## src/rtl/bet_pkg.sv

```systemverilog
// Shared definitions for the roulette bet ledger: opcode defaults, ledger
// states and the {color, opcode} entry layout.
package bet_pkg;

  localparam int DEF_OP_W    = 6;
  localparam int DEF_COLOR_W = 3;

  localparam logic [DEF_OP_W-1:0] DEF_NOP_OP  = 6'h3F;
  localparam logic [DEF_OP_W-1:0] DEF_SPIN_OP = 6'h3E;

  typedef enum logic [1:0] {
    ST_OPEN   = 2'd0,
    ST_LOCKED = 2'd1,
    ST_CLEAR  = 2'd2
  } state_t;

  // Colour occupies the MSBs, opcode the LSBs.
  typedef struct packed {
    logic [DEF_COLOR_W-1:0] color;
    logic [DEF_OP_W-1:0]    opcode;
  } bet_entry_t;

endpackage

```

## src/rtl/bet_ledger_if.sv

```systemverilog
// Keyboard-side bet inputs and regfile-side ledger outputs of bet_ledger.
// master drives keyboard/spin/readout requests; slave is the ledger itself.
interface bet_ledger_if
  import bet_pkg::*;
#(
  parameter int MAX_BETS = 12,
  parameter int OP_W     = DEF_OP_W,
  parameter int COLOR_W  = DEF_COLOR_W
);
  localparam int IDX_W = $clog2(MAX_BETS);
  localparam int CNT_W = $clog2(MAX_BETS + 1);
  localparam int ENT_W = COLOR_W + OP_W;

  logic               kb_valid;
  logic [OP_W-1:0]    kb_opcode;
  logic [COLOR_W-1:0] color;
  logic               spin_done;
  logic               clear;
  logic [IDX_W-1:0]   rd_idx;
  logic [ENT_W-1:0]   rd_data;
  logic [CNT_W-1:0]   bet_count;
  logic               full;
  logic               overflow;
  logic               bet_strobe;
  logic               locked;
  logic               spin_req;

  modport master (
    output kb_valid, kb_opcode, color, spin_done, clear, rd_idx,
    input  rd_data, bet_count, full, overflow, bet_strobe, locked, spin_req
  );

  modport slave (
    input  kb_valid, kb_opcode, color, spin_done, clear, rd_idx,
    output rd_data, bet_count, full, overflow, bet_strobe, locked, spin_req
  );

endinterface

```

## src/rtl/bet_slot_array.sv

```systemverilog
// DEPTH x WIDTH ledger storage: one write port, single-cycle synchronous
// clear and a registered read port that returns 0 for out-of-range indices.
module bet_slot_array #(
  parameter int DEPTH = 12,
  parameter int WIDTH = 9,
  parameter int IDX_W = $clog2(DEPTH)
) (
  input  logic             clock,
  input  logic             reset,
  input  logic             clr,
  input  logic             we,
  input  logic [IDX_W-1:0] wr_idx,
  input  logic [WIDTH-1:0] wr_data,
  input  logic [IDX_W-1:0] rd_idx,
  output logic [WIDTH-1:0] rd_data
);

  logic [WIDTH-1:0] slots [DEPTH];

  // NOTE: the ledger is small and must be emptied in a single cycle, so it is
  // built from resettable flops rather than a RAM macro that cannot be cleared.
  always_ff @(posedge clock) begin
    if (reset || clr) begin
      for (int i = 0; i < DEPTH; i++) slots[i] <= '0;
    end else if (we) begin
      // NOTE: non-blocking so the read port below sees the pre-write contents.
      slots[wr_idx] <= wr_data;
    end
  end

  always_ff @(posedge clock) begin
    if (reset) begin
      rd_data <= '0;
    end else if (int'(rd_idx) < DEPTH) begin
      rd_data <= slots[rd_idx];
    end else begin
      rd_data <= '0;
    end
  end

endmodule

```

## src/rtl/bet_ledger.sv

```systemverilog
// Roulette bet ledger: captures qualified keyboard bets into MAX_BETS slots,
// locks during a spin and clears on completion. Optional keypress/release
// pair filter is enabled with BET_LEDGER_PAIR_FILTER_EN.
module bet_ledger
  import bet_pkg::*;
#(
  parameter int               MAX_BETS = 12,
  parameter int               OP_W     = DEF_OP_W,
  parameter int               COLOR_W  = DEF_COLOR_W,
  parameter logic [OP_W-1:0]  NOP_OP   = DEF_NOP_OP,
  parameter logic [OP_W-1:0]  SPIN_OP  = DEF_SPIN_OP
) (
  input logic        clock,
  input logic        reset,
  bet_ledger_if.slave bus
);

  localparam int IDX_W = $clog2(MAX_BETS);
  localparam int CNT_W = $clog2(MAX_BETS + 1);
  localparam int ENT_W = COLOR_W + OP_W;

  localparam logic [CNT_W-1:0] MAX_CNT = CNT_W'(MAX_BETS);
  localparam logic [CNT_W-1:0] ONE_CNT = CNT_W'(1);

  state_t           state;
  logic [CNT_W-1:0] bet_count;
  logic [CNT_W-1:0] count_inc;
  logic             full;
  logic             overflow;
  logic             bet_strobe;
  logic             locked;
  logic             spin_req;

  logic             kb_take;
  logic             is_bet;
  logic             is_spin;
  logic             slot_we;
  logic             slot_clr;

`ifdef BET_LEDGER_PAIR_FILTER_EN
  // Every keypress is followed by a release code; only even pulses count.
  logic phase;

  always_ff @(posedge clock) begin
    if (reset) begin
      phase <= 1'b0;
    end else if (bus.clear || state == ST_CLEAR) begin
      phase <= 1'b0;
    end else if (bus.kb_valid) begin
      phase <= ~phase;
    end
  end

  assign kb_take = bus.kb_valid && !phase;
`else
  assign kb_take = bus.kb_valid;
`endif

  // NOP and SPIN are tested separately so neither opcode can be stored.
  assign is_bet  = kb_take && (bus.kb_opcode != NOP_OP) &&
                   (bus.kb_opcode != SPIN_OP) && (bus.color != '0);
  assign is_spin = kb_take && (bus.kb_opcode == SPIN_OP);

  assign count_inc = bet_count + ONE_CNT;
  assign slot_we   = (state == ST_OPEN) && !bus.clear && is_bet && !full;
  assign slot_clr  = bus.clear || (state == ST_CLEAR) ||
                     ((state == ST_LOCKED) && bus.spin_done);

  bet_slot_array #(
    .DEPTH (MAX_BETS),
    .WIDTH (ENT_W),
    .IDX_W (IDX_W)
  ) u_slots (
    .clock   (clock),
    .reset   (reset),
    .clr     (slot_clr),
    .we      (slot_we),
    .wr_idx  (bet_count[IDX_W-1:0]),
    .wr_data ({bus.color, bus.kb_opcode}),
    .rd_idx  (bus.rd_idx),
    .rd_data (bus.rd_data)
  );

  always_ff @(posedge clock) begin
    if (reset) begin
      state      <= ST_OPEN;
      bet_count  <= '0;
      full       <= 1'b0;
      overflow   <= 1'b0;
      bet_strobe <= 1'b0;
      locked     <= 1'b0;
      spin_req   <= 1'b0;
    end else begin
      bet_strobe <= 1'b0;
      spin_req   <= 1'b0;
      if (bus.clear) begin
        state     <= ST_OPEN;
        bet_count <= '0;
        full      <= 1'b0;
        overflow  <= 1'b0;
        locked    <= 1'b0;
      end else begin
        case (state)
          ST_OPEN: begin
            if (is_bet) begin
              if (!full) begin
                bet_count  <= count_inc;
                full       <= (count_inc == MAX_CNT);
                bet_strobe <= 1'b1;
              end else begin
                overflow <= 1'b1;
              end
            end else if (is_spin && bet_count != '0) begin
              state    <= ST_LOCKED;
              locked   <= 1'b1;
              spin_req <= 1'b1;
            end
          end
          ST_LOCKED: begin
            // Count drops as CLEAR is entered; locked holds through CLEAR.
            if (bus.spin_done) begin
              state     <= ST_CLEAR;
              bet_count <= '0;
              full      <= 1'b0;
              overflow  <= 1'b0;
            end
          end
          ST_CLEAR: begin
            state     <= ST_OPEN;
            bet_count <= '0;
            full      <= 1'b0;
            overflow  <= 1'b0;
            locked    <= 1'b0;
          end
          default: begin
            state  <= ST_OPEN;
            locked <= 1'b0;
          end
        endcase
      end
    end
  end

  assign bus.bet_count  = bet_count;
  assign bus.full       = full;
  assign bus.overflow   = overflow;
  assign bus.bet_strobe = bet_strobe;
  assign bus.locked     = locked;
  assign bus.spin_req   = spin_req;

endmodule

```

## src/flat_wrapper.sv

```systemverilog
// flat-port wrapper written by rule: the top's interface ports become plain ports
module bet_ledger_flat import bet_pkg::*;
#(
  parameter int               MAX_BETS = 12,
  parameter int               OP_W     = DEF_OP_W,
  parameter int               COLOR_W  = DEF_COLOR_W,
  parameter logic [OP_W-1:0]  NOP_OP   = DEF_NOP_OP,
  parameter logic [OP_W-1:0]  SPIN_OP  = DEF_SPIN_OP
)
  (clock, reset, bus_kb_valid, bus_kb_opcode, bus_color, bus_spin_done, bus_clear, bus_rd_idx, bus_rd_data, bus_bet_count, bus_full, bus_overflow, bus_bet_strobe, bus_locked, bus_spin_req);
  bet_ledger_if #(.MAX_BETS(MAX_BETS), .OP_W(OP_W), .COLOR_W(COLOR_W)) bus_i ();
  input logic clock;
  input logic reset;
  input wire logic [$bits(bus_i.kb_valid)-1:0] bus_kb_valid;
  input wire logic [$bits(bus_i.kb_opcode)-1:0] bus_kb_opcode;
  input wire logic [$bits(bus_i.color)-1:0] bus_color;
  input wire logic [$bits(bus_i.spin_done)-1:0] bus_spin_done;
  input wire logic [$bits(bus_i.clear)-1:0] bus_clear;
  input wire logic [$bits(bus_i.rd_idx)-1:0] bus_rd_idx;
  output wire logic [$bits(bus_i.rd_data)-1:0] bus_rd_data;
  output wire logic [$bits(bus_i.bet_count)-1:0] bus_bet_count;
  output wire logic [$bits(bus_i.full)-1:0] bus_full;
  output wire logic [$bits(bus_i.overflow)-1:0] bus_overflow;
  output wire logic [$bits(bus_i.bet_strobe)-1:0] bus_bet_strobe;
  output wire logic [$bits(bus_i.locked)-1:0] bus_locked;
  output wire logic [$bits(bus_i.spin_req)-1:0] bus_spin_req;
  assign bus_i.kb_valid = bus_kb_valid;
  assign bus_i.kb_opcode = bus_kb_opcode;
  assign bus_i.color = bus_color;
  assign bus_i.spin_done = bus_spin_done;
  assign bus_i.clear = bus_clear;
  assign bus_i.rd_idx = bus_rd_idx;
  assign bus_rd_data = bus_i.rd_data;
  assign bus_bet_count = bus_i.bet_count;
  assign bus_full = bus_i.full;
  assign bus_overflow = bus_i.overflow;
  assign bus_bet_strobe = bus_i.bet_strobe;
  assign bus_locked = bus_i.locked;
  assign bus_spin_req = bus_i.spin_req;
  bet_ledger #(.MAX_BETS(MAX_BETS), .OP_W(OP_W), .COLOR_W(COLOR_W), .NOP_OP(NOP_OP), .SPIN_OP(SPIN_OP)) u_core (.clock(clock), .reset(reset), .bus(bus_i));
endmodule
```

## config.mk

```make
export PLATFORM = sky130hd
export DESIGN_NAME = bet_ledger_flat
export DESIGN_NICKNAME = d
export VERILOG_FILES = /design/src/rtl/bet_pkg.sv /design/src/rtl/bet_ledger_if.sv /design/src/rtl/bet_slot_array.sv /design/src/rtl/bet_ledger.sv /design/src/flat_wrapper.sv
export SDC_FILE = /design/constraint.sdc
export NUM_CORES = 1
export LEC_CHECK = 0
export ABC_AREA = 1
export BUFFER_PORTS_ARGS = -buffer_cell sky130_fd_sc_hd__buf_2
export CORE_ASPECT_RATIO = 1.5
export CORE_MARGIN = 10
export CORE_UTILIZATION = 35
export DETAILED_ROUTE_END_ITERATION = 10
export HOLD_SLACK_MARGIN = 0.05
export PLACE_DENSITY = 0.57
export SYNTH_ARGS = -nofsm -noshare
export SYNTH_HDL_FRONTEND = slang
export SYNTH_SLANG_ARGS = --single-unit
```

## constraint.sdc

```tcl
create_clock -name clock -period 3.78 [get_ports clock]
set_input_delay 0.756 -clock clock [delete_from_list [all_inputs] [get_ports clock]]
set_output_delay 0.756 -clock clock [all_outputs]
set_load 0.005 [all_outputs]
```

==> results.py, run 1 <==
metrics = {
    "clock_network": {
        "postCtsHoldBufs": 0,
        "post_cts_buffers": 0,
        "numCtsBuffers": 17,
        "htreeDepth": 4,
        "clk_pin_slew_ps": 60,
        "cts-resized-gates": 0,
        "cts_tree": "yes",
        "clockBufferDepth": 2,
        "clk_latency_ps": 420,
        "root_buffer": "clkbuf_16",
        "clock-sinks": 128,
    },
    "floorplanning": {
        "die_area_sq_um": 22800,
        "start_util_pct": 35.6,
        "num_io_pins": 36,
        "placeableCoreArea_sq_um": 16800,
        "die_h_microns": 180,
        "fp.dieW_microns": 127,
        "rows": 58,
    },
    "routing": {
        "drc_errors": 0,
        "vias": 4636,
        "post_drt_wl_per_cell_microns": 18.9,
        "drt_iter0_drc": 371,
        "drt-pass1-iter-count": 5,
        "drt-total-wl_microns": 16400,
        "ant_nets": 0,
        "via_per_inst": 5.34,
    },
    "critical_path": {
        "critPathKind": "reg2reg",
        "crit_required_ps": 3820,
        "cp-start-kind": "register",
        "cp-end-kind": "register",
        "crit_arrival_ps": 2520,
        "critPathMaxFanout": 9,
        "reg2reg_slack_ps": 1290,
    },
    "final_layout": {
        "nets": 673,
        "final_area_sq_um": 6960,
        "drive_gt1_share_pct": 13.2,
        "synthToLayoutAreaGrowth_pct": 16.8,
        "antenna_cells": 0,
    },
    "timing": {
        "period_share_pct": 65.8,
        "layout_setup_ws_ps": 1290,
        "setup_violations": 0,
        "slew-limit-headroom_pct": 40.3,
        "fin_setup_tns_ps": 0,
        "rsz0062_at_grt": "false",
        "worst-slew-pin-transition_ps": 895,
        "finalMaxSlewViolations": 0,
        "finalHoldViolations": 0,
        "fin_crit_ps": 2490,
        "final.setup_skew_ps": 9.79,
        "fmax_mhz": 402,
    },
    "power_and_ir_drop": {
        "powerDensity_nw_per_um2": 514,
        "power_mw": 3.58,
        "peakVddDrop_v": 0.000256,
        "p_leak_nw": 2.72,
    },
    "logic_synthesis": {
        "syn_avg_cell_area_sq_um": 9.57,
        "synth.distinct_cells": 23,
        "syn_area_sq_um": 5960,
        "synth_seq_area_share_pct": 61.1,
        "synth-seq-cells": 128,
        "ys.flop_type": "edfxtp_1",
        "syn_inst": 623,
        "yosys_warnings": 0,
        "synth-edff-count": 108,
        "ys_async_sr_fraction_pct": 0,
        "synth_fp_nets": 651,
    },
    "place": {
        "dp_hpwl_microns": 11100,
        "placed_cell_area_sq_um": 6340,
        "routabilityCongestion": 0.873,
        "place_ws_ps": 958,
        "numPortBuffers": 35,
    },
    "grt": {
        "grt_overflow": 0,
        "grt_usage_pct": 14.5,
        "antenna_found_initial": 0,
        "grt_max_degree": 55,
        "grt_pass1_wl_microns": 26100,
        "grt_pass1_vias": 4748,
    },
    "min_path": {
        "hp-class": "reg2reg",
    },
    "run_status": {
        "status": "complete, no violations",
    },
    "run": {
        "max-cap-violations": 0,
    },
}
area by class of cell:
cell class                      count  area, sq um
Fill cell                        1596         9800
Sequential cell                   128         3640
Multi-Input combinational cell    408         1980
Clock buffer                       17          425
Timing Repair Buffer               54          318
Tap cell                          210          263
Clock inverter                     15          194
Inverter                           36          135
per-layer routing:
| metal | track usage [%] | vias up | routed length, microns |
|---|---|---|---|
| met3 | 3.65 | 41 | 872 |
| li1 | - | 2220 | - |
| met2 | 25.1 | 173 | 8540 |
| met5 | 0 | - | 0 |
| met1 | 15.9 | 2202 | 6330 |
| met4 | 7.13 | 0 | 619 |
synth_stat cells, types with 6 or more instances:
cell      number  share of area, %
nand3_1       32               2.7
dfxtp_1       20               6.7
edfxtp_1     108                54
ha_1          10               2.1
inv_1         32               2.0
clkbuf_1      41               2.6
buf_2          6              0.50
o21ai_0       45               3.8
nand4_1        8              0.84
nor2_1        78               4.9
a21oi_1       13               1.1
o211ai_1      18               2.3
nand2_1       93               5.9
nor3_1       100               8.4
cell families after synthesis:
kind of cell,after synthesis,synth area share (%)
AND/OR/NAND/NOR,315,23.3
flip-flops,128,61.1
buffers and inverters,87,5.60
AO/OA/AOI/OAI,82,7.72
adder cells (fa/ha/maj),10,2.10
XOR/XNOR,1,0.147
per-stage QoR:
stage                     hold WS (ps)  utilization [%]  cells
after floorplan                    446                -    623
after global placement             441             37.8    836
after detailed placement           448             37.8    836
after CTS                          458             41.5    868
after global routing               477             41.5    868
final                              450             41.5    868
power breakdown:
group	internal, mW	switching (mW)
Combinational	0.0673	0.190
Sequential	1.59	0.0198
Clock	1.10	0.617
state kept, by name (all words and copies together), names as in the netlist:
name	count
u_core.state	2
u_core.u_slots.slots	108
u_core.bus.full	1
u_core.bus.spin_req	1
u_core.bus.bet_strobe	1
u_core.bus.locked	1
u_core.bus.bet_count	4
u_core.u_slots.rd_data	9
u_core.bus.overflow	1
path summary, 6_finish.rpt:
path                          start                    endpoint  cells after the start
hold reg to reg   u_core.bus.locked           u_core.bus.locked                      2
setup reg to reg    u_core.state[0]  u_core.u_slots.slots[5][7]                      6
hold / removal    u_core.bus.locked           u_core.bus.locked                      2
setup / recovery    u_core.state[0]  u_core.u_slots.slots[5][7]                      6
cells in the final DEF (no fill, tap or decap), types with 17 or more instances in the layout:
cell type and count:
buf_2 35, buf_4 19, clkbuf_16 17, dfxtp_1 20, edfxtp_1 108, inv_1 32, nand2_1 93, nand3_1 32
nor2_1 78, nor3_1 100, o211ai_1 18, o21ai_0 45
worst max-delay path: stages, from the launching register on:
cell,delay (ps)
dfxtp_1,340
inv_1,130
ha_1,300
nand2_1,110
nor2_1,290
nand4_1,230
o21ai_1,690
Power figures use the tool's default switching activity.
==> inputs of run 2 (changes only) <==
Settings changed: ABC_AREA 1 to 0.
Clock period 3.78 ns to 2.4 ns, I/O delays scaled along.
==> run 2 against run 1 <==
Against the previous run: final area increased by 3.8%; global-route usage grew 0.32 points; clock-buffer cell count up 2; worst setup slack got worse by 1300 ps; flip-flop and latch count unchanged; via count decreased by 15%; maximum frequency increased by 4.3%; core utilization increased by 2.7 points; hold slack better by 7.6 ps; first-iteration DRC count is 17% lower; critical path type unchanged.
==> results.py, run 2 <==
metrics = {
    "logic_synthesis": {
        "synth_fp_nets": 483,
        "synth.top_cell.area_share_pct": 55.3,
        "synth_common_cells": "nor2_1, edfxtp_1, nand2_1",
        "synth_most_common_cell": "nor2_1",
        "yosys_warnings": 0,
        "synth_top_family_by_area": "simple AND/OR/NAND/NOR gates",
        "synthMuxAreaShare_pct": 10.9,
        "syn_avg_cell_area_sq_um": 12.9,
        "yosysTopAreaCell": "edfxtp_1",
        "synth.distinct_cells": 43,
        "syn_area_sq_um": 5860,
        "ys.flop_type": "edfxtp_1",
        "synth.area.top_cells": "edfxtp_1, mux4_2, nor2_1",
        "synth-edff-count": 108,
        "ys_async_sr_fraction_pct": 0,
        "synthXorXnorAreaFrac_pct": 0,
        "synth-seq-cells": 128,
        "yosys.area_share.simple_pct": 14.5,
        "synth_seq_area_share_pct": 62.1,
        "synth_compound_area_share_pct": 7.19,
        "syn_inst": 455,
        "synth_fa_ha_area_share_pct": 2.13,
    },
    "floorplanning": {
        "die_area_sq_um": 22400,
        "fp.dieW_microns": 126,
        "num_io_pins": 36,
        "start_util_pct": 35.9,
        "rows": 57,
        "die_h_microns": 179,
        "placeableCoreArea_sq_um": 16300,
    },
    "min_path": {
        "hp-class": "reg2reg",
    },
    "timing": {
        "finalMaxSlewViolations": 0,
        "slew-limit-headroom_pct": 57.0,
        "fin_crit_ps": 2380,
        "worst-slew-pin-transition_ps": 646,
        "final.setup_skew_ps": 9.48,
        "period_share_pct": 99.3,
        "finalHoldViolations": 0,
        "rsz0062_at_grt": "true",
        "fmax_mhz": 420,
        "setup_violations": 0,
    },
    "clock_network": {
        "cts_tree": "yes",
        "root_buffer": "clkbuf_16",
        "clk_latency_ps": 410,
        "clk_pin_slew_ps": 60,
        "postCtsHoldBufs": 0,
        "numCtsBuffers": 17,
        "clockBufferDepth": 2,
        "htreeDepth": 4,
        "clock-sinks": 128,
    },
    "routing": {
        "drt-total-wl_microns": 16400,
        "post_drt_wl_per_cell_microns": 22.3,
        "via_per_inst": 5.32,
        "drt_iter0_drc": 308,
        "drt-pass1-iter-count": 5,
        "ant_nets": 0,
        "drc_errors": 0,
        "vias": 3919,
    },
    "critical_path": {
        "cp-start-kind": "register",
        "cp-end-kind": "register",
        "crit_arrival_ps": 2480,
        "critPathKind": "reg2reg",
        "crit_required_ps": 2500,
        "critPathMaxFanout": 9,
    },
    "power_and_ir_drop": {
        "powerDensity_nw_per_um2": 790,
        "peakVddDrop_v": 0.000424,
        "p_leak_nw": 2.70,
    },
    "final_layout": {
        "largest_register_ff_count": 108,
        "multiInputGateArea_sq_um": 2090,
        "antenna_cells": 0,
        "nets": 545,
        "fin_util_pct": 44.3,
        "reg_top3": "u_core.u_slots.slots: 108 flops, u_core.u_slots.rd_data: 9 flops, u_core.bus.bet_count: 4 flops",
        "nFillCells": 1483,
        "regMostFlops": "u_core.u_slots.slots",
        "synthToLayoutAreaGrowth_pct": 23.3,
        "layout_commonest_cell": "nor2_1",
        "regArea_sq_um": 3640,
        "drive_gt1_share_pct": 28.5,
        "final_area_sq_um": 7230,
        "layout_common_cells": "nor2_1, edfxtp_1, nand2_1",
    },
    "grt": {
        "grt_usage_pct": 14.8,
        "grt_pass1_wl_microns": 24300,
        "grt_pass1_vias": 4157,
        "grt_overflow": 0,
        "antenna_found_initial": 0,
        "grt_max_degree": 37,
    },
    "run": {
        "max-cap-violations": 0,
    },
    "place": {
        "routabilityCongestion": 0.983,
        "numPortBuffers": 35,
        "dp_hpwl_microns": 12700,
        "placed_cell_area_sq_um": 6540,
    },
    "run_status": {
        "status": "complete, no violations",
    },
}
-- run 2: cell count changes after synthesis, sizes merged, moves of 10 or more --
cell / previous run / this run
a211oi: 0 / 21
a21oi: 13 / 1
clkbuf: 41 / 21
inv: 32 / 10
mux4: 0 / 27
nand2: 93 / 42
nand2b: 0 / 10
nand3: 32 / 3
nor2: 78 / 113
nor2b: 0 / 12
nor3: 101 / 0
o211ai: 18 / 3
o21ai: 47 / 2
-- run 2: logic make-up (layout without fill, tap and decap cells) --
| family | Yosys count | after routing |
|---|---|---|
| and+or+nand+nor | 194 | 194 |
| DFF | 128 | 128 |
| AOI/OAI and AO/OA | 52 | 53 |
| buffers and inverters | 41 | 115 |
| muxes | 30 | 30 |
| adders and majority gates | 10 | 10 |
-- run 2: stage by stage --
step,setup slack [ps],power [mW],hold slack [ps],TNS (ps),cells
final,17.5,5.71,458,0,736
after CTS,-4.32,5.74,449,-23.7,734
after global routing,-35.9,5.86,482,-905,736
after detailed placement,-84.2,2.95,447,-4390,702
after global placement,-47.6,2.94,442,-2440,702
after floorplan,1.19,2.77,444,0,455
-- run 2: path summary, 6_finish.rpt --
path	endpoint	slack [ps]	depth (start not counted)	start
max reg2reg	u_core.u_slots.slots[11][6]	20	7	u_core.state[1]
max	u_core.u_slots.slots[11][6]	20	7	u_core.state[1]
min	u_core.bus.overflow	460	2	u_core.bus.overflow
min reg2reg	u_core.bus.overflow	460	2	u_core.bus.overflow
-- run 2: final cells by class --
type | instances | area share, %
Clock buffer | 19 | 5.99
Clock inverter | 13 | 2.91
Inverter | 10 | 0.519
Multi-Input combinational cell | 287 | 28.9
Sequential cell | 128 | 50.4
Tap cell | 206 | 3.57
Timing Repair Buffer | 73 | 7.69
-- run 2: repair_timing --
action	4_1_cts	5_1_grt
endpoints found under the setup margin	28	100
pin swaps	1	1
setup buffers	0	1
gates cloned	0	1
resized for setup	0	7
-- run 2: routing by layer --
layer	wire length, microns	vias to the layer above	track usage (%)
li1	-	1787	-
met1	5530	1934	13.4
met2	9050	149	28.0
met3	756	49	3.95
met4	1040	0	10.2
met5	0	-	0
-- run 2: where the power goes --
part	switching (mW)	leakage, nW	internal [mW]
clock	0.954	0.310	1.85
combinational	0.213	1.02	0.167
sequential	0.0329	1.37	2.50
total	1.20	2.70	4.51
-- run 2: critical path, cell delays in order, from the launching register on --
cell       delay (ps)
dfxtp_2           330
inv_1              60
buf_4             140
ha_2              190
a21o_1            230
a2111oi_4         450
nor3b_4           350
a21o_2            320
